[src/rtl/icache_refill_if.sv]
// Refill engine bus: fetch-side miss inputs, L1 write port and memory read port.
// master = refill engine, slave = surrounding fetch/L1/memory.
interface icache_refill_if #(
  parameter int ADDR_SIZE = 14,
  parameter int WORD_SIZE = 32
);
  logic                 fetch_en;
  logic [ADDR_SIZE-1:0] pc_addr;
  logic                 cache_hit;
  logic                 stall;
  logic                 cache_we;
  logic [ADDR_SIZE-1:0] cache_addr;
  logic [WORD_SIZE-1:0] cache_data;
  logic                 mem_rd;
  logic [ADDR_SIZE-1:0] mem_addr;
  logic [WORD_SIZE-1:0] mem_rdata;
  logic                 mem_valid;
  logic                 busy;

  modport master (
    input  fetch_en, pc_addr, cache_hit,
    input  mem_rdata, mem_valid,
    output stall, busy,
    output cache_we, cache_addr, cache_data,
    output mem_rd, mem_addr
  );

  modport slave (
    output fetch_en, pc_addr, cache_hit,
    output mem_rdata, mem_valid,
    input  stall, busy,
    input  cache_we, cache_addr, cache_data,
    input  mem_rd, mem_addr
  );
endinterface

[src/rtl/icache_refill.sv]
// I-cache line refill: on a miss, reads one line word by word from memory
// and writes it into the L1 in ascending offset order.
module icache_refill #(
  parameter int ADDR_SIZE      = 14,
  parameter int WORD_SIZE      = 32,
  parameter int WORDS_PER_LINE = 8
) (
  input  logic             clk,
  input  logic             reset,
  icache_refill_if.master  bus
);
  localparam int WOB = $clog2(WORDS_PER_LINE);
  localparam int BW  = ADDR_SIZE - WOB;
  localparam logic [WOB-1:0] LAST = WOB'(WORDS_PER_LINE - 1);

  typedef enum logic [1:0] {
    IDLE,
    REQ,
    WRITE
  } state_e;

  state_e               state_q, state_d;
  logic [BW-1:0]        base_q, base_d;
  logic [WOB-1:0]       cnt_q, cnt_d;
  logic [WORD_SIZE-1:0] wdata_q, wdata_d;
  logic                 miss;

  assign miss = bus.fetch_en & ~bus.cache_hit;

  always_ff @(posedge clk) begin
    if (reset) begin
      state_q <= IDLE;
      base_q  <= '0;
      cnt_q   <= '0;
      wdata_q <= '0;
    end else begin
      state_q <= state_d;
      base_q  <= base_d;
      cnt_q   <= cnt_d;
      wdata_q <= wdata_d;
    end
  end

  always_comb begin
    state_d        = state_q;
    base_d         = base_q;
    cnt_d          = cnt_q;
    wdata_d        = wdata_q;
    bus.stall      = 1'b0;
    bus.busy       = 1'b0;
    bus.cache_we   = 1'b0;
    bus.cache_addr = '0;
    bus.cache_data = '0;
    bus.mem_rd     = 1'b0;
    bus.mem_addr   = '0;
    unique case (state_q)
      IDLE: begin
        bus.stall = miss;
        if (miss) begin
          base_d  = bus.pc_addr[ADDR_SIZE-1:WOB];
          cnt_d   = '0;
          state_d = REQ;
        end
      end
      REQ: begin
        bus.stall    = 1'b1;
        bus.busy     = 1'b1;
        bus.mem_rd   = 1'b1;
        bus.mem_addr = {base_q, cnt_q};
        if (bus.mem_valid) begin
          wdata_d = bus.mem_rdata;
          state_d = WRITE;
        end
      end
      WRITE: begin
        bus.stall      = 1'b1;
        bus.busy       = 1'b1;
        bus.cache_we   = 1'b1;
        bus.cache_addr = {base_q, cnt_q};
        bus.cache_data = wdata_q;
        // L1 only validates the line on the final offset, so never skip ahead
        if (cnt_q == LAST) begin
          state_d = IDLE;
        end else begin
          cnt_d   = cnt_q + WOB'(1);
          state_d = REQ;
        end
      end
      default: state_d = IDLE;
    endcase
  end
endmodule
[src/flat_wrapper.sv]
// flat-port wrapper written by rule: the top's interface ports become plain ports
module icache_refill_flat 
#(
  parameter int ADDR_SIZE      = 14,
  parameter int WORD_SIZE      = 32,
  parameter int WORDS_PER_LINE = 8
)
  (clk, reset, bus_fetch_en, bus_pc_addr, bus_cache_hit, bus_mem_rdata, bus_mem_valid, bus_stall, bus_busy, bus_cache_we, bus_cache_addr, bus_cache_data, bus_mem_rd, bus_mem_addr);
  icache_refill_if #(.ADDR_SIZE(ADDR_SIZE), .WORD_SIZE(WORD_SIZE)) bus_i ();
  input  logic clk;
  input  logic reset;
  input wire logic [$bits(bus_i.fetch_en)-1:0] bus_fetch_en;
  input wire logic [$bits(bus_i.pc_addr)-1:0] bus_pc_addr;
  input wire logic [$bits(bus_i.cache_hit)-1:0] bus_cache_hit;
  input wire logic [$bits(bus_i.mem_rdata)-1:0] bus_mem_rdata;
  input wire logic [$bits(bus_i.mem_valid)-1:0] bus_mem_valid;
  output wire logic [$bits(bus_i.stall)-1:0] bus_stall;
  output wire logic [$bits(bus_i.busy)-1:0] bus_busy;
  output wire logic [$bits(bus_i.cache_we)-1:0] bus_cache_we;
  output wire logic [$bits(bus_i.cache_addr)-1:0] bus_cache_addr;
  output wire logic [$bits(bus_i.cache_data)-1:0] bus_cache_data;
  output wire logic [$bits(bus_i.mem_rd)-1:0] bus_mem_rd;
  output wire logic [$bits(bus_i.mem_addr)-1:0] bus_mem_addr;
  assign bus_i.fetch_en = bus_fetch_en;
  assign bus_i.pc_addr = bus_pc_addr;
  assign bus_i.cache_hit = bus_cache_hit;
  assign bus_i.mem_rdata = bus_mem_rdata;
  assign bus_i.mem_valid = bus_mem_valid;
  assign bus_stall = bus_i.stall;
  assign bus_busy = bus_i.busy;
  assign bus_cache_we = bus_i.cache_we;
  assign bus_cache_addr = bus_i.cache_addr;
  assign bus_cache_data = bus_i.cache_data;
  assign bus_mem_rd = bus_i.mem_rd;
  assign bus_mem_addr = bus_i.mem_addr;
  icache_refill #(.ADDR_SIZE(ADDR_SIZE), .WORD_SIZE(WORD_SIZE), .WORDS_PER_LINE(WORDS_PER_LINE)) u_core (.clk(clk), .reset(reset), .bus(bus_i));
endmodule
[config.mk]
export PLATFORM = sky130hd
export DESIGN_NAME = icache_refill_flat
export DESIGN_NICKNAME = d
export VERILOG_FILES = /design/src/rtl/icache_refill_if.sv /design/src/rtl/icache_refill.sv /design/src/flat_wrapper.sv
export SDC_FILE = /design/constraint.sdc
export NUM_CORES = 1
export LEC_CHECK = 0
export ABC_CLOCK_PERIOD_IN_PS = 2300
export CAP_MARGIN = 20
export CORE_AREA = 2 2 91 66
export DETAILED_ROUTE_END_ITERATION = 7
export DIE_AREA = 0 0 93 68
export HOLD_SLACK_MARGIN = 0.15
export PLACE_DENSITY = 0.81
export SETUP_SLACK_MARGIN = 0.4
export SYNTH_ARGS = -nofsm -noshare
export SYNTH_HDL_FRONTEND = slang
export SYNTH_SLANG_ARGS = --single-unit
export TNS_END_PERCENT = 30
[constraint.sdc]
create_clock -name clk -period 2.3 [get_ports clk]
set_input_delay 0.46 -clock clk [delete_from_list [all_inputs] [get_ports clk]]
set_output_delay 0.46 -clock clk [all_outputs]
set_load 0.02 [all_outputs]
==> metrics <==
Yosys warnings 0; Setup violations, final 0; clock sinks 48; final net count 461; Max FO, Critical Path 7; P per Cell Area 689 nW/µm²; Pwr Total 2440 µW; post-synthesis sequential area ratio 0.422; share of layout cells above drive strength 1 0.203; CTS tree built; initial core utilization 0.413; Slew HR 0.381; post-synth top area share 0.422; I/O Pins 115; top post-synthesis cells by area dfxtp_1 (42%), and2_1 (17%), nand2_1 (11%); global-route usage over all layers 0.194; Inserted Clock Buffers 5; Yosys top cell by area dfxtp_1; Setup CP Type reg -> out; Placeable Area 5530 µm²; Buf/Inv on CP 3; crit path DAT 1590 ps; Die Footprint 6320 µm²; port buffer count 111; Most common cell on crit path buf_4; row count 23; post-synthesis sequential element count 48; Synth top cells by count nand2_1 (65), and2_1 (62), dfxtp_1 (48); worst vdd ir 0.000503 V; Gate Count Post-Synth 283; Hold Violations, Final 0; Vias/cell 4.65; crit-path cells buf_4 > ha_4 > buf_4 > and2_1 > clkdlybuf4s15_1; skew final 2.56 ps; fraction of registers with async set/reset 0; mux cell area share after synthesis 0.0703; syn nets 342; DR pass1 iterations 4; DR vias 2222; clock tree root buffer cell clkbuf_8; H-tree depth 2; leakage 0.00159 µW; count of different cell masters after synthesis 18; initial drt markers 57; largest family of logic cells by synthesized area simple AND/OR/NAND/NOR gates; Max-Cap Viols 0; GRT overflow 0; wire per inst 13.2 µm; CTS clk-pin slew, worst paths 90 ps; clk buf depth 2; Area Growth Syn to Fin 55.4%; Post-Route WL 6310 µm; type of the worst min-delay path reg -> reg; status complete, no violations; hpwl dp 3970 µm; Final Util 0.641; Worst setup SP type flop; Max Clock Freq 488 MHz; Slowest-stage cell, CP dfxtp_4; Die Wd 93 µm; Syn Area/Cell 8.06 µm²; setup TNS 0 ps; die height 68 µm; largest net degree at the start of global routing 54; top_reg_cell synth dfxtp_1; Synth Area in Compound Gates 0.0823; vias in the first global route 1956; Crit path largest cell delay 350 ps; initial antenna violation count 0; Simple-Gate Fraction of Synth Area 0.337; post-synthesis cell area 2280 µm²; Antenna Nets Post-Route 0; Crit. End Element primary output; Slew @ Worst Pin 929 ps; CP top delay family buffers and inverters; Post-synth EDFFs 0; Synth Area in XOR/XNOR 0; antenna diode count 0; Clock Latency Late Sink 300 ps; final period demand of the worst path 2050 ps; RSZ-0062 raised after global routing yes; final worst-path cycle share 0.891; GPL Wtd Cong 0.732; Slew Viols, Final 0; Remaining DRCs 0; first-pass GRT wire length 9580 µm; CP required 1840 ps; Post-Synth Adder-Cell Area 0.0439; count leader, synth nand2_1
==> per-stage QoR <==
stage / area [µm²] / cells / setup WS [ps] / hold WS (ps)
5_1_grt: 3540 / 478 / 196 / 469
4_1_cts: 3650 / 478 / 176 / 455
2_1_floorplan: 2280 / 283 / 444 / 432
3_3_place_gp: 3450 / 457 / 41.7 / 437
3_5_place_dp: 3450 / 457 / 10.4 / 442
6_report: 3540 / 478 / 250 / 452
==> metal layers <==
| layer | up-vias | track usage | routed length, µm |
|---|---|---|---|
| li1 | 1138 | - | - |
| met1 | 996 | 0.261 | 3020 |
| met2 | 81 | 0.314 | 2790 |
| met3 | 7 | 0.0540 | 462 |
| met4 | 0 | 0.0460 | 40 |
| met5 | - | 0 | 0 |
==> sequential cells by signal, summed over array words and instances, names as in the netlist <==
signal	flops
u_core.base_q	11
u_core.cnt_q	3
u_core.wdata_q	32
u_core.state_q	2
==> power by group <==
group / leakage [µW] / total (µW) / internal, µW / switching (µW)
Sequential: 0.000391 / 993 / 942 / 51.0
Combinational: 0.00116 / 950 / 465 / 485
Clock: 0.0000479 / 496 / 212 / 283
Total: 0.00159 / 2440 / 1620 / 820
==> path summary, 6_finish.rpt <==
path                       from            endpoint  slack [ps]  cells past startpoint
max           u_core.state_q[0]     bus_mem_addr[8]         250                      5
min          u_core.wdata_q[20]  u_core.wdata_q[20]         450                      2
max reg2reg   u_core.state_q[1]     u_core.cnt_q[1]         350                      9
min reg2reg  u_core.wdata_q[20]  u_core.wdata_q[20]         450                      2
==> placed cells by master (no fill, tap or decap), types with 2 or more instances in the layout <==
cell type / count
a21oi_1: 34
buf_2: 9
clkdlybuf4s15_2: 2
buf_16: 3
nor2_1: 13
clkbuf_8: 5
nand3b_1: 3
ha_4: 2
buf_4: 15
buf_6: 4
ha_1: 6
dlygate4sd2_1: 5
nand2b_1: 7
nand2_1: 65
mux2i_1: 16
and2_1: 61
clkbuf_2: 31
nor2b_1: 2
clkinv_2: 2
clkdlybuf4s15_1: 14
inv_2: 2
clkdlybuf4s50_1: 46
dfxtp_1: 46
==> repair_timing <==
action | CTS | global route
pin swaps | 3 | 0
gates resized for setup | 128 | 69
setup endpoints to repair | 64 | 66
hold buffers | 0 | 0
hold endpoints to repair | 0 | 0
buffers inserted | 10 | 0
gates cloned | 3 | 0
==> layout make-up <==
class                      count  area [µm²]
clock buffer                   5        68.8
tap                           75        93.8
sequential                    48         966
fill                         511        1980
multi-input combinational    213        1240
inverter                       3        11.3
clock inverter                 3        18.8
timing repair buffer         131        1140
==> worst reg2reg max path: stages, from the launching register on <==
cell and delay (ps):
dfxtp_2 340, buf_6 120, ha_4 210, buf_16 150
buf_6 110, buf_4 120, buf_4 120, and2_1 150
a211oi_2 310, mux2i_1 240
==> cells by family after synthesis <==
group | Yosys count
adders and majority gates | 8
DFF | 48
buffers and inverters | 22
muxes | 16
and+or+nand+nor | 153
AOI/OAI and AO/OA | 36
Note: power is estimated with default switching activity, not from simulation.
